<file path="src/rtl/mc_ctrl_pkg.sv">
// Shared encodings for the multi-cycle MIPS control unit: ALUOp codes, opcodes,
// funct values, FSM states and datapath select values.
package mc_ctrl_pkg;

    localparam int unsigned OP_W    = 6;
    localparam int unsigned FUNCT_W = 6;
    localparam int unsigned ALUOP_W = 5;
    localparam int unsigned SEL_W   = 2;

    localparam logic [ALUOP_W-1:0] ALU_ADDU = 5'd0;
    localparam logic [ALUOP_W-1:0] ALU_SUBU = 5'd1;
    localparam logic [ALUOP_W-1:0] ALU_OR   = 5'd2;
    localparam logic [ALUOP_W-1:0] ALU_EQL  = 5'd3;
    localparam logic [ALUOP_W-1:0] ALU_LUI  = 5'd4;
    localparam logic [ALUOP_W-1:0] ALU_ADD  = 5'd5;
    localparam logic [ALUOP_W-1:0] ALU_SUB  = 5'd6;
    localparam logic [ALUOP_W-1:0] ALU_SLT  = 5'd7;
    localparam logic [ALUOP_W-1:0] ALU_BNE  = 5'd8;
    localparam logic [ALUOP_W-1:0] ALU_SLL  = 5'd9;

    localparam logic [OP_W-1:0] OP_RTYPE = 6'b000000;
    localparam logic [OP_W-1:0] OP_LW    = 6'b100011;
    localparam logic [OP_W-1:0] OP_SW    = 6'b101011;
    localparam logic [OP_W-1:0] OP_ADDI  = 6'b001000;
    localparam logic [OP_W-1:0] OP_ORI   = 6'b001101;
    localparam logic [OP_W-1:0] OP_LUI   = 6'b001111;
    localparam logic [OP_W-1:0] OP_BEQ   = 6'b000100;
    localparam logic [OP_W-1:0] OP_BNE   = 6'b000101;
    localparam logic [OP_W-1:0] OP_J     = 6'b000010;

    localparam logic [FUNCT_W-1:0] FN_ADDU = 6'b100001;
    localparam logic [FUNCT_W-1:0] FN_SUBU = 6'b100011;
    localparam logic [FUNCT_W-1:0] FN_ADD  = 6'b100000;
    localparam logic [FUNCT_W-1:0] FN_SUB  = 6'b100010;
    localparam logic [FUNCT_W-1:0] FN_OR   = 6'b100101;
    localparam logic [FUNCT_W-1:0] FN_SLT  = 6'b101010;
    localparam logic [FUNCT_W-1:0] FN_SLL  = 6'b000000;

    localparam logic [SEL_W-1:0] A_PC      = 2'd0;
    localparam logic [SEL_W-1:0] A_RS      = 2'd1;
    localparam logic [SEL_W-1:0] A_RT      = 2'd2;
    localparam logic [SEL_W-1:0] B_RT      = 2'd0;
    localparam logic [SEL_W-1:0] B_FOUR    = 2'd1;
    localparam logic [SEL_W-1:0] B_IMM     = 2'd2;
    localparam logic [SEL_W-1:0] B_IMM_SH2 = 2'd3;
    localparam logic [SEL_W-1:0] PC_ALU    = 2'd0;
    localparam logic [SEL_W-1:0] PC_ALUOUT = 2'd1;
    localparam logic [SEL_W-1:0] PC_JUMP   = 2'd2;

    typedef enum logic [3:0] {
        S_FETCH, S_DECODE, S_EXEC_R, S_EXEC_I, S_ALUWB, S_MEMADR,
        S_MEMRD, S_MEMWB, S_MEMWR, S_BRANCH, S_JUMP
    } state_e;

    function automatic logic op_is_legal(input logic [OP_W-1:0] op);
        return (op == OP_RTYPE) || (op == OP_LW)  || (op == OP_SW)  ||
               (op == OP_ADDI)  || (op == OP_ORI) || (op == OP_LUI) ||
               (op == OP_BEQ)   || (op == OP_BNE) || (op == OP_J);
    endfunction

endpackage

</file>
<file path="src/rtl/mc_ctrl_alu_dec.sv">
// Combinational ALUOp / EXTOp decode from the current state and the IR fields;
// also flags an unsupported R-type funct.
module mc_alu_dec
    import mc_ctrl_pkg::*;
(
    input  state_e               state_i,
    input  logic [OP_W-1:0]      op_i,
    input  logic [FUNCT_W-1:0]   funct_i,
    output logic [ALUOP_W-1:0]   aluop_o,
    output logic                 extop_o,
    output logic                 funct_ok_o
);

    always_comb begin
        aluop_o    = ALU_ADDU;
        extop_o    = 1'b0;
        funct_ok_o = 1'b1;
        case (state_i)
            S_DECODE, S_MEMADR: extop_o = 1'b1;
            S_EXEC_R: begin
                case (funct_i)
                    FN_ADDU: aluop_o = ALU_ADDU;
                    FN_SUBU: aluop_o = ALU_SUBU;
                    FN_ADD:  aluop_o = ALU_ADD;
                    FN_SUB:  aluop_o = ALU_SUB;
                    FN_OR:   aluop_o = ALU_OR;
                    FN_SLT:  aluop_o = ALU_SLT;
                    FN_SLL:  aluop_o = ALU_SLL;
                    default: funct_ok_o = 1'b0;
                endcase
            end
            S_EXEC_I: begin
                case (op_i)
                    OP_ADDI: begin
                        aluop_o = ALU_ADD;
                        extop_o = 1'b1;
                    end
                    OP_ORI:  aluop_o = ALU_OR;
                    OP_LUI:  aluop_o = ALU_LUI;
                    default: aluop_o = ALU_ADDU;
                endcase
            end
            S_BRANCH: aluop_o = (op_i == OP_BNE) ? ALU_BNE : ALU_EQL;
            default: ;
        endcase
    end

endmodule

</file>
<file path="src/rtl/mc_ctrl.sv">
// Multi-cycle MIPS control FSM: sequences FETCH..WB and drives the datapath
// selects, write enables and memory handshake combinationally from state and IR.
module mc_ctrl
    import mc_ctrl_pkg::*;
#(
    parameter bit RESET_PC_WR = 1'b0
) (
    input  logic                 clk,
    input  logic                 rst,
    input  logic [OP_W-1:0]      Op,
    input  logic [FUNCT_W-1:0]   Funct,
    input  logic                 Zero,
    input  logic                 mem_ready,
    output logic                 PCWr,
    output logic                 IRWr,
    output logic                 MemRd,
    output logic                 MemWr,
    output logic                 IorD,
    output logic                 RegWr,
    output logic                 RegDst,
    output logic                 WDSel,
    output logic                 EXTOp,
    output logic [SEL_W-1:0]     ALUSrcA,
    output logic [SEL_W-1:0]     ALUSrcB,
    output logic [ALUOP_W-1:0]   ALUOp,
    output logic [SEL_W-1:0]     PCSource,
    output logic                 illegal
);

    state_e state_q, state_d;
    logic   pcwr_c, irwr_c, regwr_c, memwr_c;
    logic   funct_ok_c;

    mc_alu_dec u_alu_dec (
        .state_i    (state_q),
        .op_i       (Op),
        .funct_i    (Funct),
        .aluop_o    (ALUOp),
        .extop_o    (EXTOp),
        .funct_ok_o (funct_ok_c)
    );

    always_ff @(posedge clk or posedge rst) begin
        if (rst) state_q <= S_FETCH;
        else     state_q <= state_d;
    end

    always_comb begin
        state_d  = state_q;
        pcwr_c   = 1'b0;
        irwr_c   = 1'b0;
        regwr_c  = 1'b0;
        memwr_c  = 1'b0;
        MemRd    = 1'b0;
        IorD     = 1'b0;
        RegDst   = 1'b0;
        WDSel    = 1'b0;
        ALUSrcA  = A_PC;
        ALUSrcB  = B_FOUR;
        PCSource = PC_ALU;
        illegal  = 1'b0;
        case (state_q)
            S_FETCH: begin
                MemRd  = 1'b1;
                pcwr_c = mem_ready;
                irwr_c = mem_ready;
                if (mem_ready) state_d = S_DECODE;
            end
            // Branch target is precomputed here into ALUOut.
            S_DECODE: begin
                ALUSrcB = B_IMM_SH2;
                case (Op)
                    OP_LW, OP_SW:            state_d = S_MEMADR;
                    OP_RTYPE:                state_d = S_EXEC_R;
                    OP_ADDI, OP_ORI, OP_LUI: state_d = S_EXEC_I;
                    OP_BEQ, OP_BNE:          state_d = S_BRANCH;
                    OP_J:                    state_d = S_JUMP;
                    default: begin
                        illegal = 1'b1;
                        state_d = S_FETCH;
                    end
                endcase
            end
            // sll takes rt as A and the immediate field as B (shamt in B[10:6]).
            S_EXEC_R: begin
                ALUSrcA = (Funct == FN_SLL) ? A_RT  : A_RS;
                ALUSrcB = (Funct == FN_SLL) ? B_IMM : B_RT;
                if (funct_ok_c) begin
                    state_d = S_ALUWB;
                end else begin
                    illegal = 1'b1;
                    state_d = S_FETCH;
                end
            end
            S_EXEC_I: begin
                ALUSrcA = A_RS;
                ALUSrcB = B_IMM;
                state_d = S_ALUWB;
            end
            S_ALUWB: begin
                regwr_c = 1'b1;
                RegDst  = (Op == OP_RTYPE);
                state_d = S_FETCH;
            end
            S_MEMADR: begin
                ALUSrcA = A_RS;
                ALUSrcB = B_IMM;
                state_d = (Op == OP_SW) ? S_MEMWR : S_MEMRD;
            end
            S_MEMRD: begin
                MemRd = 1'b1;
                IorD  = 1'b1;
                if (mem_ready) state_d = S_MEMWB;
            end
            S_MEMWB: begin
                regwr_c = 1'b1;
                WDSel   = 1'b1;
                state_d = S_FETCH;
            end
            S_MEMWR: begin
                memwr_c = 1'b1;
                IorD    = 1'b1;
                if (mem_ready) state_d = S_FETCH;
            end
            S_BRANCH: begin
                ALUSrcA  = A_RS;
                ALUSrcB  = B_RT;
                PCSource = PC_ALUOUT;
                pcwr_c   = Zero;
                state_d  = S_FETCH;
            end
            S_JUMP: begin
                PCSource = PC_JUMP;
                pcwr_c   = 1'b1;
                state_d  = S_FETCH;
            end
            default: state_d = S_FETCH;
        endcase
    end

    // Architectural writes are held off for the whole reset window.
    assign PCWr  = rst ? RESET_PC_WR : pcwr_c;
    assign IRWr  = rst ? RESET_PC_WR : irwr_c;
    assign RegWr = rst ? RESET_PC_WR : regwr_c;
    assign MemWr = rst ? RESET_PC_WR : memwr_c;

endmodule

</file>
<file path="config.mk">
export PLATFORM = sky130hd
export DESIGN_NAME = mc_ctrl
export DESIGN_NICKNAME = d
export VERILOG_FILES = /design/src/rtl/mc_ctrl_pkg.sv /design/src/rtl/mc_ctrl_alu_dec.sv /design/src/rtl/mc_ctrl.sv
export SDC_FILE = /design/constraint.sdc
export NUM_CORES = 1
export LEC_CHECK = 0
export ABC_AREA = 1
export CAP_MARGIN = 15
export CORE_UTILIZATION = 36
export CTS_CLUSTER_DIAMETER = 100
export DETAILED_ROUTE_END_ITERATION = 6
export GPL_ROUTABILITY_DRIVEN = 0
export PLACE_DENSITY = 0.74
export SYNTH_ARGS = -nofsm -noshare
export SYNTH_HDL_FRONTEND = slang
export SYNTH_SLANG_ARGS = --single-unit
</file>
<file path="constraint.sdc">
create_clock -name clk -period 1.4 [get_ports clk]
set_input_delay 0.42 -clock clk [delete_from_list [all_inputs] [get_ports clk]]
set_output_delay 0.42 -clock clk [all_outputs]
set_load 0.005 [all_outputs]
</file>
==> impl_metrics.tcl, run 1 <==
set metrics [dict create \
    viasPerCell 5.969 \
    startpoint_type "input port" \
    ff2ff_path_depth 12 \
    p_int_uw 1055 \
    area_growth_pct 142.1 \
    syn_area_sq_um 757.0 \
    core_sq_mm 0.001962 \
    grt_max_degree 6 \
    clk_latency_ns 0.25 \
    cts_max_path_buffers 2 \
    p_sw_share_pct 48.14 \
    setup_viol 24 \
    path_clk_slew_ns 0.04 \
    drc 0 \
    via_count 1522 \
    syn_nets 152 \
    worstSetupPathType "input port to primary output" \
    syn_area_per_cell_sq_um 5.566 \
    diodes 0 \
    layout.nets 246 \
    dr.first_iter.drc_count 121 \
    ys_warn_count 0 \
    ys_seq_area_share_pct 13.22 \
    cp-end-kind "primary output" \
    hpwlAfterDp_microns 2117 \
    status "finished, violations left" \
    cts_buffers 3 \
    r2r_start "state_q[3]$_DFFE_PP0P_" \
    ant_nets 0 \
    placed_area_sq_mm 0.001354 \
    worstPathArrival_ns 1.62 \
    cts-root-buf "clkbuf_4" \
    crit_fanout 4 \
    ios 37 \
    finalMaxSlewViolations 0 \
    design_area_sq_mm 0.001833 \
    antenna_found_initial 0 \
    cts_max_level 1 \
    dieArea_sq_mm 0.002290 \
    r2r_end "state_q[0]$_DFFE_PP0P_" \
    place_inst 221 \
    ys_ff_latch 4 \
    timing.fmax_mhz 490.1 \
    vdd_drop_max_mv 1.446 \
    die_h_microns 47.86 \
    gr-total-overflow 0 \
    fin_skew_ns 0.004218 \
    setup_ws_ns -0.6404 \
    numPortBuffers 35 \
    ctsHoldBuffers 0 \
    clkPwrFrac_pct 7.8 \
    drt_wl_total_microns 5631 \
    start_util_pct 38.58 \
    period_share_pct 145.7 \
    synth_cell_type_count 27 \
    hold_class "input port to async pin" \
    syn-instance-count 136 \
    largestRegisters "state_q (4)" \
    violations "setup timing" \
    ff2ff_setup_slack_ns -0.37 \
    layout_min_cycle_time_ns 2.040 \
    power_frac_comb_pct 81.0 \
    grt_pass1_wl_microns 5326 \
    post_drt_wl_per_cell_microns 22.08 \
    drt_pass1_iterations 5 \
    top_register "state_q" \
    drive_above_1_share_pct 71.05 \
    rows 16 \
    finalHoldViolations 0 \
    cts_tree "done" \
    rsz0062_at_grt "yes" \
    pwr_density_cell_mw_per_mm2 1110 \
    cap_violations 0 \
    crit_required_ns 0.98 \
    final_cell_mix "buf_4 (37), buf_6 (21), buf_2 (19)" \
    final_common_cell "buf_4" \
    p_leak_uw 0.0009874 \
    whs_ns 0.3421 \
    cts.sinks 4 \
    largest_reg_flops 4 \
    grt_usage_pct 34.13 \
    p_switching_uw 979.4 \
    final_cells 255 \
    grt_pass1_vias 1244 \
    p_seq_share_pct 11.2 \
    die_x_microns 47.86 \
]
area by class of cell:
cell class,count,area [sq um]
fillers,72,128.9
flip-flops and latches,4,105.1
multi-input cells,101,793.3
well taps,27,33.78
clock buffers,3,22.52
inverters,30,125.1
repair buffers,90,753.2
synthesized netlist by cell type:
cell      count  area (sq um)
a211oi_1      1         7.510
a21o_1        2         15.01
a21oi_1       4         20.02
a31o_1        1         8.760
a31oi_1       2         12.51
buf_4         1         7.510
conb_1        1         3.750
dfrtp_1       4         100.1
inv_1        23         86.33
inv_2         7         26.28
nand2_1      27         101.4
nand2_2       3         18.77
nand3_1      13         65.06
nand3b_1      2         15.01
nand4_1       2         12.51
nand4_2       2         25.02
nor2_1       24         90.09
nor2_2        3         18.77
nor2_4        4         45.04
nor2_8        1         20.02
nor3_1        2         10.01
o211ai_1      1         7.510
o21ai_0       2         10.01
o21ai_1       1         5.000
o21ai_2       1         8.760
o21bai_1      1         7.510
o221ai_1      1         8.760
cell families after synthesis:
family | count (synthesis) | synth area share, %
AND/OR/NAND/NOR | 83 | 55.70
buffers and inverters | 31 | 15.87
AO/OA/AOI/OAI | 17 | 14.71
flip-flops | 4 | 13.22
other | 1 | 0.4954
worst max-delay path by stage:
| stage | start | to | slack, ns | cells after the start |
|---|---|---|---|---|
| floorplan | state_q[1]$_DFFE_PP0P_ | ALUSrcB[1] | -0.03 | 8 |
| global placement | Funct[0] | ALUOp[1] | -1.14 | 9 |
| detailed placement | Funct[0] | ALUSrcB[1] | -1.16 | 7 |
| CTS | state_q[2]$_DFFE_PP0P_ | ALUOp[0] | -0.53 | 7 |
| global route | Funct[2] | ALUOp[0] | -0.67 | 8 |
| finish | Op[2] | ALUOp[1] | -0.64 | 7 |
critical path: stages:
cell and delay [ns]:
clkdlybuf4s15_2 0.24, inv_1 0.07, nor2_1 0.21, nand3_1 0.26, nand2_2 0.17, o211ai_1 0.10, buf_2 0.15
through the flow:
step	util (%)	worst slack [ns]	TNS, ns	total power (uW)
global placement	69.01	-1.136	-16.80	1183
detailed placement	69.01	-1.156	-17.92	1205
finish	93.43	-0.6404	-10.50	2035
CTS	83.42	-0.5333	-7.928	1614
floorplan	-	-0.02719	-0.06827	649.7
global route	93.43	-0.6678	-11.77	2139
metal layers:
layer  track usage [%]  routed length (microns)  part of all wire, %  vias to the layer above
li1                  -                        -                    -                      618
met1             37.42                     1854                   33                      666
met4             13.33                      500                  8.9                        0
met2             63.78                     2565                   46                      170
met5                 0                        0                    0                        -
met3             6.415                      711                   13                       68
power by group through the flow:
stage | Combinational (uW) | Sequential (uW) | Clock, uW
after floorplan | 464 | 185 | 0
after global placement | 996 | 188 | 0
after detailed placement | 1010 | 192 | 0
after CTS | 1260 | 209 | 148
after global routing | 1740 | 224 | 173
final | 1650 | 228 | 159
repair_timing:
item / CTS / global route
resized for setup: 175 / 30
pin swaps: 27 / 29
buffers inserted: 26 / 10
setup endpoints to repair: 24 / 24
Note: power is estimated with default switching activity, not from simulation.
==> run 2, diff against run 1 <==
--- a/config.mk
+++ b/config.mk
@@ -5,13 +5,13 @@
 export SDC_FILE = /design/constraint.sdc
 export NUM_CORES = 1
 export LEC_CHECK = 0
-export ABC_AREA = 1
 export CAP_MARGIN = 15
-export CORE_UTILIZATION = 36
+export CORE_UTILIZATION = 37
 export CTS_CLUSTER_DIAMETER = 100
 export DETAILED_ROUTE_END_ITERATION = 6
 export GPL_ROUTABILITY_DRIVEN = 0
-export PLACE_DENSITY = 0.74
+export PLACE_DENSITY = 0.75
+export SKIP_LAST_GASP = 1
 export SYNTH_ARGS = -nofsm -noshare
 export SYNTH_HDL_FRONTEND = slang
 export SYNTH_SLANG_ARGS = --single-unit
==> run 2 against run 1 <==
The run now fails in global routing. Area after synthesis is 4.8% higher. Synthesized cell count down 13%.
==> impl_metrics.tcl, run 2 <==
set metrics [dict create \
    syn_area_per_cell_sq_um 6.723 \
    die_h_microns 48.30 \
    place_inst 217 \
    numPortBuffers 35 \
    cts-root-buf "clkbuf_4" \
    rows 16 \
    status "aborted with a tool error" \
    syn_nets 134 \
    error "[ERROR DPL-0038] Utilization greater than 100%, impossible to legalize" \
    ys_ff_latch 4 \
    cts_buffers 3 \
    synth_area_leaders "dfrtp_1 (13%), nor2_1 (8.0%), nand2_1 (4.3%)" \
    synth-main-ff-cell "dfrtp_1" \
    cts_max_path_buffers 2 \
    worst_endpoint_kind "output port" \
    die_x_microns 48.30 \
    grt_max_degree 17 \
    ios 37 \
    ys_seq_area_share_pct 12.62 \
    cts.sinks 4 \
    start_util_pct 40.03 \
    hpwlAfterDp_microns 2532 \
    synth_common_cells "nor2_1 (17), nand2_1 (9)" \
    ys_warn_count 0 \
    lastStage "global routing" \
    synth_top_area_share_pct 12.62 \
    synth_cell_type_count 50 \
    async_flop_share_pct 100.0 \
    syn_area_sq_um 793.3 \
    synth-edff-count 0 \
    synth_most_common_cell "nor2_1" \
    cts_max_level 1 \
    yosysTopAreaCell "dfrtp_1" \
    syn-instance-count 118 \
    crit_endpoint "ALUOp[0]" \
]
[run 2: what timing repair did]
action	4_1_cts
pin swaps	23
hold buffers	0
gates resized for setup	154
setup endpoints to repair	24
setup buffers	18
[run 2: cells by family after synthesis]
logic type | share of synthesized area [%]
flops | 12.62
xor+xnor | 1.104
buf+inv | 8.832
mux | 1.262
simple gates | 44.48
other cells | 0.4727
compound gates | 31.23
[run 2: stage by stage]
step / instance area (sq um) / setup slack (ns) / setup TNS (ns) / hold WS (ns) / util, %
CTS: 1902 / -0.8330 / -13.04 / 0.4341 / 95.96
floorplan: 919.6 / -0.5273 / -2.819 / 0.1912 / -
global placement: 1575 / -1.392 / -21.00 / 0.7083 / 79.48
detailed placement: 1575 / -1.434 / -22.00 / 0.7265 / 79.48
==> run 3, diff against run 2 <==
--- a/config.mk
+++ b/config.mk
@@ -6,11 +6,11 @@
 export NUM_CORES = 1
 export LEC_CHECK = 0
 export CAP_MARGIN = 15
-export CORE_UTILIZATION = 37
-export CTS_CLUSTER_DIAMETER = 100
+export CORE_AREA = 2 2 63 65
 export DETAILED_ROUTE_END_ITERATION = 6
+export DIE_AREA = 0 0 65 67
 export GPL_ROUTABILITY_DRIVEN = 0
-export PLACE_DENSITY = 0.75
+export PLACE_DENSITY_LB_ADDON = 0.15
 export SKIP_LAST_GASP = 1
 export SYNTH_ARGS = -nofsm -noshare
 export SYNTH_HDL_FRONTEND = slang
==> constraint.sdc (replaced) <==
create_clock -name clk -period 1.82 [get_ports clk]
set_input_delay 0.546 -clock clk [delete_from_list [all_inputs] [get_ports clk]]
set_output_delay 0.546 -clock clk [all_outputs]
set_load 0.005 [all_outputs]
==> run 3 against run 2 <==
The flow now finishes, with violations (setup timing). Synthesized cell count is the same. Area after synthesis is the same.
==> impl_metrics.tcl, run 3 <==
set metrics [dict create \
    via_count 1322 \
    finalMaxSlewViolations 0 \
    finalHoldViolations 0 \
    start_util_pct 22.00 \
    synth-main-ff-cell "dfrtp_1" \
    die_h_microns 67 \
    ctsHoldBuffers 0 \
    power_uw 840.0 \
    synth_area_leaders "dfrtp_1 (13%), nor2_1 (8.0%), nand2_1 (4.3%)" \
    cts_tree "done" \
    p_int_uw 542.4 \
    final_cell_mix "buf_4 (47), buf_6 (31), buf_2 (22)" \
    dieArea_sq_mm 0.004355 \
    layout.nets 237 \
    gr-total-overflow 0 \
    cts_max_level 1 \
    ff2ff_setup_slack_ns 0.17 \
    ant_nets 0 \
    grt_usage_pct 19.69 \
    timing.fmax_mhz 423.9 \
    async_flop_share_pct 100.0 \
    p_sw_share_pct 35.42 \
    viasPerCell 4.951 \
    hold_class "input port to async pin" \
    final_common_cell "buf_4" \
    status "finished, violations left" \
    drt_pass1_iterations 4 \
    clk_latency_ns 0.22 \
    violations "setup timing" \
    path_clk_slew_ns 0.03 \
    cts_buffers 3 \
    clkPwrFrac_pct 22.8 \
    syn_nets 134 \
    synth_cell_type_count 50 \
    period_share_pct 129.6 \
    p_seq_share_pct 12.3 \
    syn-instance-count 118 \
    cts-root-buf "clkbuf_8" \
    syn_area_per_cell_sq_um 6.723 \
    fin_skew_ns 0.002193 \
    dr.first_iter.drc_count 39 \
    synth_top_area_share_pct 12.62 \
    setup_viol 20 \
    vdd_drop_max_mv 0.2241 \
    whs_ns 0.6240 \
    seq_area_sq_um 100.1 \
    grt_pass1_vias 1321 \
    syn_area_sq_um 793.3 \
    crit_fanout 2 \
    power_frac_comb_pct 64.9 \
    fillers 335 \
    pwr_density_cell_mw_per_mm2 405.6 \
    synth-edff-count 0 \
    grt_pass1_wl_microns 6555 \
    core_sq_mm 0.003606 \
    multiInputGateArea_sq_um 942.2 \
    p_switching_uw 297.6 \
    area_growth_pct 161.0 \
    grt_max_degree 12 \
    ys_warn_count 0 \
    largestRegisters "state_q (4)" \
    cts_max_path_buffers 2 \
    synth_most_common_cell "nor2_1" \
    cts.sinks 4 \
    ys_seq_area_share_pct 12.62 \
    ff2ff_path_depth 6 \
    antenna_found_initial 0 \
    diodes 0 \
    synth_common_cells "nor2_1 (17), nand2_1 (9)" \
    die_x_microns 65 \
    layout_min_cycle_time_ns 2.359 \
    drt_wl_total_microns 4221 \
    startpoint_type "input port" \
    hpwlAfterDp_microns 2515 \
    drc 0 \
    numPortBuffers 35 \
    r2r_start "state_q[2]$_DFFE_PP0P_" \
    crit_required_ns 1.27 \
    worstPathArrival_ns 1.81 \
    final_core_util_pct 57.43 \
    drive_above_1_share_pct 73.06 \
    cap_violations 0 \
    worstSetupPathType "input port to primary output" \
    largest_reg_flops 4 \
    rsz0062_at_grt "yes" \
    rows 22 \
    ys_ff_latch 4 \
    cp-end-kind "primary output" \
    post_drt_wl_per_cell_microns 15.81 \
    setup_ws_ns -0.5388 \
    r2r_end "state_q[0]$_DFFE_PP0P_" \
    top_register "state_q" \
    p_leak_uw 0.0009193 \
    ios 37 \
    yosysTopAreaCell "dfrtp_1" \
]
[run 3: through the flow]
stage | setup slack [ns] | TNS (ns) | cells | cell area (sq um)
after floorplan | -0.3602 | -1.071 | 118 | 857.1
after global placement | -1.288 | -15.84 | 237 | 1549
after detailed placement | -1.296 | -16.08 | 237 | 1549
after CTS | -0.5174 | -5.495 | 260 | 1924
after global routing | -0.5805 | -6.658 | 267 | 2071
final | -0.5388 | -5.653 | 267 | 2071
[run 3: area by class of cell]
| type | instances | share of cell area, % |
|---|---|---|
| clock buffers | 3 | 1.994 |
| inverters | 5 | 0.9063 |
| multi-input cells | 100 | 45.50 |
| flip-flops and latches | 4 | 4.834 |
| well taps | 48 | 2.900 |
| repair buffers | 107 | 43.87 |
[run 3: how the worst max path moves through the flow]
stage	start	endpoint	slack [ns]	cells past startpoint
final	Op[0]	illegal	-0.54	6
after floorplan	Op[1]	illegal	-0.36	5
after detailed placement	Op[1]	illegal	-1.30	6
after global routing	state_q[3]$_DFFE_PP0P_	ALUOp[0]	-0.58	4
after CTS	Op[1]	illegal	-0.52	6
after global placement	Op[1]	illegal	-1.29	6
[run 3: worst max-delay path: stages]
cell	delay (ns)
buf_6	0.09
or4b_4	0.52
a31o_1	0.24
a21oi_2	0.16
o32ai_2	0.11
buf_2	0.14
[run 3: logic make-up (layout without fill, tap and decap cells)]
kind of cell / after synthesis / after routing / synth area share [%]
simple gates: 64 / 64 / 44.48
compound gates: 33 / 33 / 31.23
buf+inv: 14 / 115 / 8.832
flops: 4 / 4 / 12.62
other cells: 1 / 1 / 0.4727
xor+xnor: 1 / 1 / 1.104
mux: 1 / 1 / 1.262
[run 3: timing repair]
action | 4_1_cts | 5_1_grt
buffers inserted | 20 | 7
pin swaps | 32 | 19
resized for setup | 198 | 28
cloned | 1 | 0
endpoints found under the setup margin | 22 | 21
[run 3: power groups by stage]
stage	sequential [uW]	clock, uW	combinational, uW
2_1_floorplan	107	0	157
3_3_place_gp	102	0	388
3_5_place_dp	102	0	390
4_1_cts	102	186	495
5_1_grt	104	196	583
6_report	103	191	545
[run 3: metal layers]
layer | part of all wire, % | track usage [%] | vias to the layer above
li1 | - | - | 654
met1 | 41 | 24.39 | 634
met2 | 53 | 35.70 | 26
met3 | 4.1 | 2.365 | 8
met4 | 1.6 | 5.319 | 0
met5 | 0 | 0 | -
==> run 4, diff against run 3 <==
--- a/config.mk
+++ b/config.mk
@@ -5,8 +5,10 @@
 export SDC_FILE = /design/constraint.sdc
 export NUM_CORES = 1
 export LEC_CHECK = 0
+export ABC_CLOCK_PERIOD_IN_PS = 1820
 export CAP_MARGIN = 15
 export CORE_AREA = 2 2 63 65
+export CTS_BUF_LIST = sky130_fd_sc_hd__clkbuf_4 sky130_fd_sc_hd__clkbuf_8
 export DETAILED_ROUTE_END_ITERATION = 6
 export DIE_AREA = 0 0 65 67
 export GPL_ROUTABILITY_DRIVEN = 0
==> results of run 4 <==
Final layout, timing and power as in run 3 (identical DEF).
